===== config.mk =====
export PLATFORM = sky130hd
export DESIGN_NAME = serial_read_engine_arbiter
export DESIGN_NICKNAME = d
export VERILOG_FILES = /design/src/rtl/serial_read_engine_arbiter.sv
export SDC_FILE = /design/constraint.sdc
export NUM_CORES = 1
export LEC_CHECK = 0
export ABC_CLOCK_PERIOD_IN_PS = 2250
export BUFFER_PORTS_ARGS = -buffer_cell sky130_fd_sc_hd__buf_2
export CAP_MARGIN = 20
export CORE_AREA = 2 2 130 132
export DETAILED_ROUTE_END_ITERATION = 16
export DIE_AREA = 0 0 132 134
export SYNTH_ARGS = -nofsm -noshare
export SYNTH_HDL_FRONTEND = slang
export SYNTH_SLANG_ARGS = --single-unit

===== constraint.sdc =====
create_clock -name ap_clk -period 2.25 [get_ports ap_clk]
set_input_delay 0.225 -clock ap_clk [delete_from_list [all_inputs] [get_ports ap_clk]]
set_output_delay 0.225 -clock ap_clk [all_outputs]
set_load 0.005 [all_outputs]

===== src/rtl/serial_read_engine_arbiter.sv =====
// Round-robin, burst-locked N:1 arbiter sharing one cache request port among serial read engines.
// The winning request is captured in a one-entry registered output stage.
module serial_read_engine_arbiter #(
    parameter int NUM_REQ   = 4,
    parameter int DATA_W    = 64,
    parameter int ID_W      = 2,
    parameter int BURST_LEN = 4
) (
    input  logic                      ap_clk,
    input  logic                      areset,
    input  logic                      arb_enable,
    input  logic [NUM_REQ-1:0]        req_valid,
    input  logic [NUM_REQ*DATA_W-1:0] req_data,
    output logic [NUM_REQ-1:0]        req_ready,
    output logic                      out_valid,
    output logic [DATA_W-1:0]         out_data,
    output logic [ID_W-1:0]           out_id,
    input  logic                      out_ready,
    output logic                      arb_idle
);

    localparam int CNT_W = (BURST_LEN > 1) ? $clog2(BURST_LEN) : 1;
    localparam logic [CNT_W-1:0] CNT_LAST = CNT_W'(BURST_LEN - 1);

    typedef enum logic [0:0] {
        ARB_IDLE  = 1'b0,
        ARB_BURST = 1'b1
    } arb_state_e;

    arb_state_e        state_q, state_d;
    logic [ID_W-1:0]   grant_q, grant_d;
    logic [ID_W-1:0]   last_grant_q, last_grant_d;
    logic [CNT_W-1:0]  burst_cnt_q, burst_cnt_d;
    logic              out_valid_q, out_valid_d;
    logic [DATA_W-1:0] out_data_q, out_data_d;
    logic [ID_W-1:0]   out_id_q, out_id_d;

    logic              load_ok_s;
    logic              in_burst_s;
    logic              sel_valid_s;
    logic [DATA_W-1:0] sel_data_s;
    logic              xfer_s;

    // First valid requester after the previous winner, wrapping modulo NUM_REQ.
    function automatic logic [ID_W-1:0] rr_pick(input logic [NUM_REQ-1:0] valid,
                                                 input logic [ID_W-1:0]    last);
        logic [ID_W-1:0] pick;
        logic            found;
        int              idx;
        pick  = '0;
        found = 1'b0;
        for (int k = 1; k <= NUM_REQ; k++) begin
            idx = (int'(last) + k) % NUM_REQ;
            if (!found && valid[idx]) begin
                pick  = ID_W'(idx);
                found = 1'b1;
            end else begin
                found = found;
            end
        end
        return pick;
    endfunction

    assign load_ok_s   = !out_valid_q || out_ready;
    assign in_burst_s  = (state_q == ARB_BURST);
    assign sel_valid_s = req_valid[grant_q];
    assign sel_data_s  = req_data[grant_q*DATA_W +: DATA_W];
    assign xfer_s      = in_burst_s && sel_valid_s && load_ok_s;

    assign req_ready = (in_burst_s && load_ok_s) ? (NUM_REQ'(1) << grant_q) : '0;
    assign out_valid = out_valid_q;
    assign out_data  = out_data_q;
    assign out_id    = out_id_q;
    assign arb_idle  = (state_q == ARB_IDLE) && !out_valid_q;

    // Arbitration FSM next state and output-stage next state.
    always_comb begin
        state_d      = state_q;
        grant_d      = grant_q;
        last_grant_d = last_grant_q;
        burst_cnt_d  = burst_cnt_q;
        out_valid_d  = out_valid_q;
        out_data_d   = out_data_q;
        out_id_d     = out_id_q;

        case (state_q)
            ARB_IDLE: begin
                if (arb_enable && (|req_valid)) begin
                    grant_d     = rr_pick(req_valid, last_grant_q);
                    burst_cnt_d = '0;
                    state_d     = ARB_BURST;
                end else begin
                    state_d = ARB_IDLE;
                end
            end
            ARB_BURST: begin
                // A dropped valid ends the burst without a transfer; a stall freezes the count.
                if (!sel_valid_s) begin
                    last_grant_d = grant_q;
                    state_d      = ARB_IDLE;
                end else if (xfer_s) begin
                    if (burst_cnt_q == CNT_LAST) begin
                        last_grant_d = grant_q;
                        state_d      = ARB_IDLE;
                    end else begin
                        burst_cnt_d = burst_cnt_q + CNT_W'(1);
                    end
                end else begin
                    state_d = ARB_BURST;
                end
            end
            default: begin
                state_d = ARB_IDLE;
            end
        endcase

        if (xfer_s) begin
            out_valid_d = 1'b1;
            out_data_d  = sel_data_s;
            out_id_d    = grant_q;
        end else if (out_ready) begin
            out_valid_d = 1'b0;
        end else begin
            out_valid_d = out_valid_q;
        end
    end

    // State and output registers; reset discards any held request.
    always_ff @(posedge ap_clk or posedge areset) begin
        if (areset) begin
            state_q      <= ARB_IDLE;
            grant_q      <= '0;
            last_grant_q <= ID_W'(NUM_REQ - 1);
            burst_cnt_q  <= '0;
            out_valid_q  <= 1'b0;
            out_data_q   <= '0;
            out_id_q     <= '0;
        end else begin
            state_q      <= state_d;
            grant_q      <= grant_d;
            last_grant_q <= last_grant_d;
            burst_cnt_q  <= burst_cnt_d;
            out_valid_q  <= out_valid_d;
            out_data_q   <= out_data_d;
            out_id_q     <= out_id_d;
        end
    end

endmodule


==> results of run 1 <==
-- sequential cells by signal, summed over array words and instances, names as in the netlist --
signal / count
burst_cnt_q: 2
grant_q: 2
in_burst_s: 1
last_grant_q: 2
out_data: 64
out_id: 2
out_valid: 1
-- metrics by stage --
stage / instance area (µm²) / hold WS (ns) / power, mW / utilization
after floorplan: 4494 / 0.4023 / 5.389 / -
after global placement: 6441 / 0.3127 / 6.790 / 0.3954
after detailed placement: 6441 / 0.3274 / 6.968 / 0.3954
after CTS: 6704 / 0.2428 / 8.252 / 0.4116
after global routing: 6704 / 0.2918 / 8.694 / 0.4116
final: 6704 / 0.2706 / 8.088 / 0.4116
-- cells in the final DEF, fill, tap and decap left out, types with 3 or more instances in the layout --
| cell type | count |
|---|---|
| sky130_fd_sc_hd__buf_2 | 335 |
| sky130_fd_sc_hd__dfrtp_1 | 70 |
| sky130_fd_sc_hd__mux4_2 | 65 |
| sky130_fd_sc_hd__mux2_2 | 47 |
| sky130_fd_sc_hd__mux2_1 | 17 |
| sky130_fd_sc_hd__clkbuf_16 | 9 |
| sky130_fd_sc_hd__nand2_1 | 6 |
| sky130_fd_sc_hd__o21ai_0 | 6 |
| sky130_fd_sc_hd__buf_12 | 6 |
| sky130_fd_sc_hd__nand2b_1 | 5 |
| sky130_fd_sc_hd__clkinv_2 | 5 |
| sky130_fd_sc_hd__inv_1 | 4 |
| sky130_fd_sc_hd__nor3_1 | 4 |
| sky130_fd_sc_hd__mux2i_1 | 3 |
| sky130_fd_sc_hd__nor2_1 | 3 |
-- worst register-to-register path, cell delays in order, from the launching register on --
cell and delay [ns]:
sky130_fd_sc_hd__dfrtp_2 0.39, sky130_fd_sc_hd__mux4_2 0.56, sky130_fd_sc_hd__nand3_4 0.14, sky130_fd_sc_hd__buf_12 0.24, sky130_fd_sc_hd__mux2_2 0.41
-- power breakdown --
group | total [mW] | switching [mW] | internal (mW)
Clock | 1.25 | 0.514 | 0.732
Combinational | 4.41 | 1.82 | 2.59
Sequential | 2.44 | 0.383 | 2.05
-- metal layers --
layer,routed length (µm),up-vias
met1,5060,1985
li1,-,1780
met5,0,-
met4,255,0
met2,7649,178
met3,933,22
-- how the worst min path moves through the flow --
stage,end,depth (start not counted),slack (ns),startpoint
global route,grant_q[1]$_DFFE_PP0P_,3,0.29,req_valid[2]
finish,grant_q[1]$_DFFE_PP0P_,3,0.27,req_valid[2]
detailed placement,out_data[43]$_DFFE_PP0P_,2,0.33,areset
floorplan,grant_q[1]$_DFFE_PP0P_,2,0.40,req_valid[2]
CTS,grant_q[1]$_DFFE_PP0P_,3,0.24,req_valid[2]
global placement,out_data[43]$_DFFE_PP0P_,2,0.31,areset
-- timing repair --
item / 4_1_cts / 5_1_grt
setup endpoints to repair: 0 / 0
endpoints found under the hold margin: 35 / 0
hold buffers: 1 / 0
-- cells by family after synthesis --
group	synth area share
simple gates	0.03146
mux	0.4961
buf+inv	0.03508
fa+ha+maj	0.002784
compound gates	0.02199
flops	0.4126
-- final cells by class --
type	count	area, µm²	share of cell area
Clock inverter	4	20.02	0.002986
Clock buffer	11	232.7	0.03471
Tap cell	220	275.3	0.04106
Sequential cell	74	1859	0.2773
Timing Repair Buffer	342	1807	0.2695
Inverter	5	20.02	0.002986
Multi-Input combinational cell	175	2490	0.3714
==> flow_summary.toml, run 1 <==
[run_status]
run_status = "complete, no violations"

[clock_tree]
worst_setup_hold_path_clk_slew_ns = 0.05
cts-root-buf = "sky130_fd_sc_hd__clkbuf_16"
worst_skew_pair_latency_ns = 0.33
cts_sinks = 74
cts_buffers = 9
tritoncts = "done"
number_of_buffers_between_clock_root_and_the_deepest_sink = 2
post-cts-setup-buffers = 0
cts-resized-gates = 0
cts-htree-levels = 3

[critical_path]
ff2ff_path_depth = 4
setup.reg_to_reg.worst_slack_ns = 0.39
timing.critical_path.to = "out_data[51]$_DFFE_PP0P_"
critical_path_depth = 4
worstPathRequired_ns = 2.46
critPathLaunch = "grant_q[1]$_DFFE_PP0P_"
crit_path_start_kind = "flop"
critical_path.max_stage_delay_ns = 0.56
r2r-start = "grant_q[1]$_DFFE_PP0P_"
cp.buffers_inverters = 1
critical_path.cell_chain = "mux4_2 -> nand3_4 -> buf_12 -> mux2_2"
critPathArrivalTime_ns = 2.07
critical_path.max_fanout = 40
worst_setup_path_end_kind = "flop"
timing.setup.critical_path_class = "flop to flop"
rr_endpoint = "out_data[51]$_DFFE_PP0P_"
crit_path_top_delay_cell = "sky130_fd_sc_hd__mux4_2"
cpLargestDelayFamily = "multiplexers"

[timing]
final_min_period_over_clock_period = 0.8252
timing.max_slew.rel_slack = 0.5699
timing_max_transition_violations_final = 0
finalHoldViolations = 0
rsz0062_at_grt = "no"
final.min_clock_period_ns = 1.857
upper_clock_frequency_limit_mhz = 538.6
skew_ns = 0.003028
setup-violations-final = 0
totalNegativeSetupSlack_ns = 0
max_slew.worst_pin.slew_ns = 0.6452
final.setup.worst_slack_ns = 0.3933

[place]
detailedPlace.worstSlack_ns = 0.3934
dp.cells = 815
place_congestion = 0.8068
port_buffers = 335
dp_hpwl_mm = 11.50

[power_and_ir_drop]
ir_worst_vdd_uv = 636.7
leakage_power_summed_over_all_cells_nw = 3.221
power_per_cell_area_nw_per_um2 = 1207

[die]
start_util = 0.2759
fp.coreArea_um2 = 16290
placement_rows = 47
fp.dieH_um = 134
die_area_um2 = 17690
num_io_pins = 336
dieWidth_um = 132

[yosys]
async_reset_ff_frac = 1.000
synth_most_common_cell = "sky130_fd_sc_hd__dfrtp_1"
yosysWarnings = 0
synthCells = 278
syn_nets = 543
synth.top_cell.area_share = 0.4009
synth_top_cell_by_area = "sky130_fd_sc_hd__dfrtp_1"
synth.cells.most_frequent = "sky130_fd_sc_hd__dfrtp_1 (72), sky130_fd_sc_hd__mux4_2 (65), sky130_fd_sc_hd__mux2_2 (47)"
syn_avg_cell_area_um2 = 16.17
fraction_of_the_yosys_area_taken_by_sequential_cells = 0.4126
yosys-top-cells-area = "sky130_fd_sc_hd__dfrtp_1 (40%), sky130_fd_sc_hd__mux4_2 (33%), sky130_fd_sc_hd__mux2_2 (12%)"
synth.lib_cells_used.distinct = 34
post_synth_instance_area_um2 = 4494
ys_ff_latch = 74
synth_edf_count = 0
synthFlopType = "sky130_fd_sc_hd__dfrtp_1"

[cells_and_area]
fin_cells = 831
drive_above_1_share = 0.7774
num-fill-cells = 1610
area_overhead_of_the_layout_relative_to_synthesis_pct = 49.16
num_antenna_cells = 0
final_nets = 872

[global_route]
grt_pass1_wl_mm = 22.16
first_global_vias = 4480
grt_antenna_before_repair = 0
gr-max-usage-layer = "met2"
congestion_overflow_gr = 0
met1_usage = 0.1675
grtUsageTotal = 0.1574
use_met2 = 0.2975
largest_net_degree_at_the_start_of_global_routing = 70
global_route.usage.met3 = 0.04724

[worst_hold_path]
holdCritPathClass = "input port to flop"

[routing]
drtIter0Drc = 120
via_per_inst = 4.771
route.final.wire_length_mm = 13.90
post-route-drc-count = 0
dr.pass1.iters = 4
routedWlPerCell_um = 16.72
route.antenna.remaining_nets = 0
dr_total_vias = 3965

[flow_run]
timing.max_cap.violations = 0
Power figures use the tool's default switching activity.
==> run 2: changes to the inputs <==
ABC_AREA = 1   (was default)
ABC_CLOCK_PERIOD_IN_PS = 1900   (was 2250)
CORE_AREA = default   (was 2 2 130 132)
CORE_UTILIZATION = 28   (was default)
DIE_AREA = default   (was 0 0 132 134)
clock period = 1.9 ns   (was 2.25 ns; I/O delays follow)
==> flow_summary.toml, run 2 <==
[die]
fp.dieH_um = 136.3
start_util = 0.2891
placement_rows = 48
die_area_um2 = 18590
dieWidth_um = 136.3
num_io_pins = 336
fp.coreArea_um2 = 17480

[yosys]
syn_avg_cell_area_um2 = 6.665
post_synth_mux_area_share = 0
synth.cells.most_frequent = "sky130_fd_sc_hd__nand3_1 (272), sky130_fd_sc_hd__nand2_1 (238), sky130_fd_sc_hd__dfrtp_1 (72)"
synth_xor_xnor_area_share = 0
yosys-top-cells-area = "sky130_fd_sc_hd__dfrtp_1 (36%), sky130_fd_sc_hd__nand3_1 (27%), sky130_fd_sc_hd__nand2_1 (18%)"
synth_edf_count = 0
yosys.area_share.simple = 0.5389
synth_compound_area_frac = 0.01040
dominant_combinational_cell_family_by_area_after_synthesis = "simple AND/OR/NAND/NOR gates"
synth_most_common_cell = "sky130_fd_sc_hd__nand3_1"
synthFlopType = "sky130_fd_sc_hd__dfrtp_1"
yosysWarnings = 0
synth_fa_ha_area_frac = 0.002476
async_reset_ff_frac = 1.000
synth.lib_cells_used.distinct = 21
synthCells = 758
fraction_of_the_yosys_area_taken_by_sequential_cells = 0.3670
ys_ff_latch = 74
post_synth_instance_area_um2 = 5052
synth_top_cell_by_area = "sky130_fd_sc_hd__dfrtp_1"
syn_nets = 1023
synth.top_cell.area_share = 0.3566

[timing]
rsz0062_at_grt = "no"
setup-violations-final = 0
totalNegativeSetupSlack_ns = 0
upper_clock_frequency_limit_mhz = 571.0
timing_max_transition_violations_final = 0
timing.max_slew.rel_slack = 0.5806
final_min_period_over_clock_period = 0.9218
finalHoldViolations = 0
max_slew.worst_pin.slew_ns = 0.6278
final.min_clock_period_ns = 1.751
final.setup.worst_slack_ns = 0.1486
skew_ns = 0.009915

[cells_and_area]
final_nets = 1316
num-fill-cells = 1851
final-seq-area_um2 = 1862
final_util = 0.4136
num_antenna_cells = 0
postLayoutCellArea_um2 = 7228
most_common_library_cell_in_the_layout_ignoring_fill_and_taps = "sky130_fd_sc_hd__buf_2"
multi_input_area_um2 = 2816
drive_above_1_share = 0.3580
fin_cells = 1281
mostFrequentLayoutCells = "sky130_fd_sc_hd__buf_2 (335), sky130_fd_sc_hd__nand3_1 (272), sky130_fd_sc_hd__nand2_1 (237)"
largest_reg_flops = 64
area_overhead_of_the_layout_relative_to_synthesis_pct = 43.07

[power_and_ir_drop]
netSwitchingPower_mw = 5.408
swShare = 0.4898
cell_internal_pwr_mw = 5.633
share_seq_of_total_power = 0.252
leakage_power_summed_over_all_cells_nw = 3.904
power_per_cell_area_nw_per_um2 = 1527
comb_power_share = 0.608
power_frac_clock = 0.140
ir_worst_vdd_uv = 1031

[place]
port_buffers = 335
detailedPlace.worstSlack_ns = 0.2042
dp.cells = 1264
detailed_place.area_um2 = 6952
dp_hpwl_mm = 14.34
place_congestion = 0.8433

[run_status]
run_status = "complete, no violations"

[clock_tree]
worst_setup_hold_path_clk_slew_ns = 0.06
number_of_buffers_between_clock_root_and_the_deepest_sink = 2
cts-htree-levels = 3
cts-root-buf = "sky130_fd_sc_hd__clkbuf_16"
post-cts-setup-buffers = 0
cts_sinks = 74
tritoncts = "done"
worst_skew_pair_latency_ns = 0.34
cts_buffers = 9

[routing]
route.antenna.remaining_nets = 0
via_per_inst = 5.061
dr.pass1.iters = 5
dr_total_vias = 6483
routedWlPerCell_um = 15.44
drtIter0Drc = 305
route.final.wire_length_mm = 19.78
post-route-drc-count = 0

[global_route]
first_global_vias = 5869
grt_pass1_wl_mm = 30.05
largest_net_degree_at_the_start_of_global_routing = 93
grtUsageTotal = 0.2092
congestion_overflow_gr = 0
grt_antenna_before_repair = 0

[worst_hold_path]
holdCritPathClass = "input port to flop"
worstHoldStart = "out_ready"

[critical_path]
r2r-start = "last_grant_q[0]$_DFFE_PP1P_"
worstPathRequired_ns = 1.71
worst_setup_path_end_kind = "output pin"
critical_path.max_fanout = 54
critPathLaunch = "grant_q[1]$_DFFE_PP0P_"
cp.buffers_inverters = 2
crit_path_start_kind = "flop"
crit_path_top_delay_cell = "sky130_fd_sc_hd__dfrtp_4"
critPathArrivalTime_ns = 1.56
critical_path.max_stage_delay_ns = 0.47
cpLargestDelayFamily = "buffers and inverters"
timing.setup.critical_path_class = "flop to output pin"
critical_path.cell_chain = "buf_4 -> nor3_1 -> buf_2"

[flow_run]
timing.max_cap.violations = 0
## run 2: cell types whose count changed after synthesis, moves of 7 or more
cell	previous run	this run
sky130_fd_sc_hd__buf_2	9	40
sky130_fd_sc_hd__clkbuf_1	6	19
sky130_fd_sc_hd__inv_1	5	12
sky130_fd_sc_hd__mux2_1	17	0
sky130_fd_sc_hd__mux2_2	47	0
sky130_fd_sc_hd__mux4_2	65	0
sky130_fd_sc_hd__nand2_1	6	238
sky130_fd_sc_hd__nand3_1	1	272
sky130_fd_sc_hd__nand4_1	0	66
## run 2: power groups by stage
stage | combinational, mW | sequential, mW | clock [mW]
floorplan | 4.37 | 2.72 | 0
global placement | 6.78 | 2.79 | 0
detailed placement | 6.82 | 2.78 | 0
CTS | 6.81 | 2.78 | 1.62
global route | 7.54 | 2.87 | 1.66
finish | 6.72 | 2.78 | 1.55
## run 2: path summary, 6_finish.rpt
path,endpoint,slack [ns],cells after the start
worst max-delay path,req_ready[1],0.15,3
worst min-delay path,out_valid$_DFFE_PP0P_,0.11,4
worst max register to register,grant_q[0]$_DFFE_PP0P_,0.26,11
worst min register to register,out_data[54]$_DFFE_PP0P_,0.46,2
max in group asynchronous,out_data[29]$_DFFE_PP0P_,0.88,4
min in group asynchronous,out_data[62]$_DFFE_PP0P_,0.48,3
## run 2: area by class of cell
class / count / area share
tap: 225 / 0.03895
inverter: 15 / 0.008309
timing repair buffer: 355 / 0.2692
sequential: 74 / 0.2576
multi-input combinational: 596 / 0.3896
clock inverter: 1 / 0.0006924
clock buffer: 15 / 0.03566
## run 2: cells by family after synthesis
family | Yosys count
flops | 74
buf+inv | 88
fa+ha+maj | 1
compound gates | 8
simple gates | 587
## run 2: worst reg2reg max path, delay by kind of cell (launching register included)
kind	cells	cell delay, ns
and+or+nand+nor	10	0.81
DFF	1	0.63
buffers and inverters	1	0.10
## run 2: metal layers
metal / up-vias / routed length, µm / global-route usage
li1: 3206 / - / -
met4: 0 / 352 / 0.07407
met1: 3008 / 7864 / 0.2342
met2: 244 / 10230 / 0.3886
met5: - / 0 / 0
met3: 25 / 1337 / 0.04139
## run 2: metrics by stage
stage | hold slack (ns) | power (mW)
finish | 0.1051 | 11.04
global route | 0.1415 | 12.06
global placement | 0.3114 | 9.577
detailed placement | 0.3113 | 9.600
floorplan | 0.3561 | 7.098
CTS | 0.09192 | 11.21
## run 2: timing repair
action                     CTS  global route
hold endpoints to repair    19             0
setup endpoints to repair    0             1
resized for setup            0             1
hold buffers                 1             0
==> run 3: changes to the inputs <==
ABC_AREA = 0   (was 1)
CORE_ASPECT_RATIO = 0.8   (was default)
CORE_MARGIN = 3   (was default)
==> flow_summary.toml, run 3 (same netlist as run 1, synthesis figures left out) <==
[cells_and_area]
most_common_library_cell_in_the_layout_ignoring_fill_and_taps = "sky130_fd_sc_hd__buf_2"
largest_reg_flops = 64
drive_above_1_share = 0.7792
num-fill-cells = 1454
final_nets = 876
mostFrequentLayoutCells = "sky130_fd_sc_hd__buf_2 (335), sky130_fd_sc_hd__dfrtp_1 (70), sky130_fd_sc_hd__mux4_2 (65)"
area_overhead_of_the_layout_relative_to_synthesis_pct = 51.25
postLayoutCellArea_um2 = 6798

[run_status]
run_status = "complete, no violations"

[critical_path]
timing.setup.critical_path_class = "flop to flop"
critical_path.max_fanout = 38
setup.reg_to_reg.worst_slack_ns = 0.08
worst_setup_path_end_kind = "flop"
critPathArrivalTime_ns = 2.03
worstPathRequired_ns = 2.11
crit_path_start_kind = "flop"

[timing]
timing_max_transition_violations_final = 0
skew_ns = 0.008437
rsz0062_at_grt = "no"
setup-violations-final = 0
final.min_clock_period_ns = 1.822
upper_clock_frequency_limit_mhz = 548.7
timing.max_slew.rel_slack = 0.6490
totalNegativeSetupSlack_ns = 0
final_min_period_over_clock_period = 0.9592
max_slew.worst_pin.slew_ns = 0.5265
finalHoldViolations = 0

[clock_tree]
tritoncts = "done"
cts_sinks = 74
worst_setup_hold_path_clk_slew_ns = 0.06
worst_skew_pair_latency_ns = 0.32
cts-root-buf = "sky130_fd_sc_hd__clkbuf_16"
cts_buffers = 9
number_of_buffers_between_clock_root_and_the_deepest_sink = 2
post-cts-setup-buffers = 0
cts-htree-levels = 3

[power_and_ir_drop]
ir_worst_vdd_uv = 934.0
leakage_power_summed_over_all_cells_nw = 3.267
power_per_cell_area_nw_per_um2 = 1464
totalPowerFinal_mw = 9.949

[routing]
route.antenna.remaining_nets = 0
dr.pass1.iters = 4
via_per_inst = 4.885
route.final.wire_length_mm = 14.50
dr_total_vias = 4040
post-route-drc-count = 0
drtIter0Drc = 151
routedWlPerCell_um = 17.54

[place]
dp_hpwl_mm = 11.84
port_buffers = 335
place_congestion = 0.8266
detailed_place.area_um2 = 6441

[global_route]
congestion_overflow_gr = 0
grtUsageTotal = 0.1570
grt_antenna_before_repair = 1
first_global_vias = 4450
grt_pass1_wl_mm = 22.29
largest_net_degree_at_the_start_of_global_routing = 70

[worst_hold_path]
holdCritPathClass = "input port to flop"

[die]
start_util = 0.2925
fp.dieH_um = 119.3
dieWidth_um = 147.6
die_area_um2 = 17620
placement_rows = 40
fp.coreArea_um2 = 15360
num_io_pins = 336

[flow_run]
timing.max_cap.violations = 0
==> run 3: changes by cell type in the layout (fill, tap and decap cells not counted), sizes merged, moves of 3 or more <==
cell	change
buf	-10
clkbuf	-3
inv	-10
mux2	+65
mux2i	+3
mux4	+65
nand2	-232
nand2b	+5
nand3	-270
nand4	-66
==> run 3: timing repair <==
| action | in CTS | in global routing |
|---|---|---|
| gates resized for setup | 0 | 1 |
| hold buffers | 1 | 0 |
| endpoints found under the hold margin | 10 | 0 |
| endpoints found under the setup margin | 0 | 1 |
==> run 3: through the flow <==
| step | hold WS [ns] | setup WS, ns | utilization | instances |
|---|---|---|---|---|
| floorplan | 0.3673 | 0.08213 | - | 278 |
| global placement | 0.3396 | 0.1150 | 0.4192 | 808 |
| detailed placement | 0.3525 | 0.08291 | 0.4192 | 808 |
| CTS | 0.2072 | 0.07117 | 0.4401 | 825 |
| global route | 0.2084 | 0.007779 | 0.4424 | 827 |
| finish | 0.2402 | 0.07758 | 0.4424 | 827 |
==> run 3: cell type report <==
type                    instances  area, µm²  share of cell area
diodes                          1      2.502           0.0003681
clock buffers                  11      232.7             0.03424
clock inverters                 5      78.83             0.01160
inverters                       5      22.52            0.003313
multi-input cells             175       2490              0.3663
flip-flops and latches         74       1859              0.2735
well taps                     210      262.8             0.03865
repair buffers                346       1849              0.2720
==> run 3: worst max-delay path, stage by stage, from the launching register on <==
cell	delay [ns]
sky130_fd_sc_hd__dfrtp_2	0.39
sky130_fd_sc_hd__mux4_2	0.55
sky130_fd_sc_hd__nand3_4	0.14
sky130_fd_sc_hd__buf_12	0.22
sky130_fd_sc_hd__mux2_2	0.37
==> run 3: layer usage <==
metal	share of wire	track usage	wire length (µm)	up-vias
li1	-	-	-	1791
met5	0	0	0	-
met1	0.39	0.1839	5606	2030
met4	0.013	0.03958	185	0
met2	0.52	0.2830	7605	196
met3	0.076	0.04450	1104	23
==> run 3: final timing paths <==
kind	to	startpoint	depth (start not counted)
worst max-delay path	out_data[53]$_DFFE_PP0P_	grant_q[1]$_DFFE_PP0P_	4
worst min-delay path	grant_q[1]$_DFFE_PP0P_	req_valid[2]	3
worst max register to register	out_data[53]$_DFFE_PP0P_	grant_q[1]$_DFFE_PP0P_	4
worst min register to register	out_id[0]$_DFFE_PP0P_	out_id[0]$_DFFE_PP0P_	2
max in group asynchronous	out_data[21]$_DFFE_PP0P_	areset	4
min in group asynchronous	out_data[38]$_DFFE_PP0P_	areset	4
==> run 3: report_power, final <==
group          switching [mW]  internal, mW  total, mW
Combinational            2.15          3.14       5.29
Sequential              0.460          2.43       2.89
Clock                   0.624          1.15       1.77
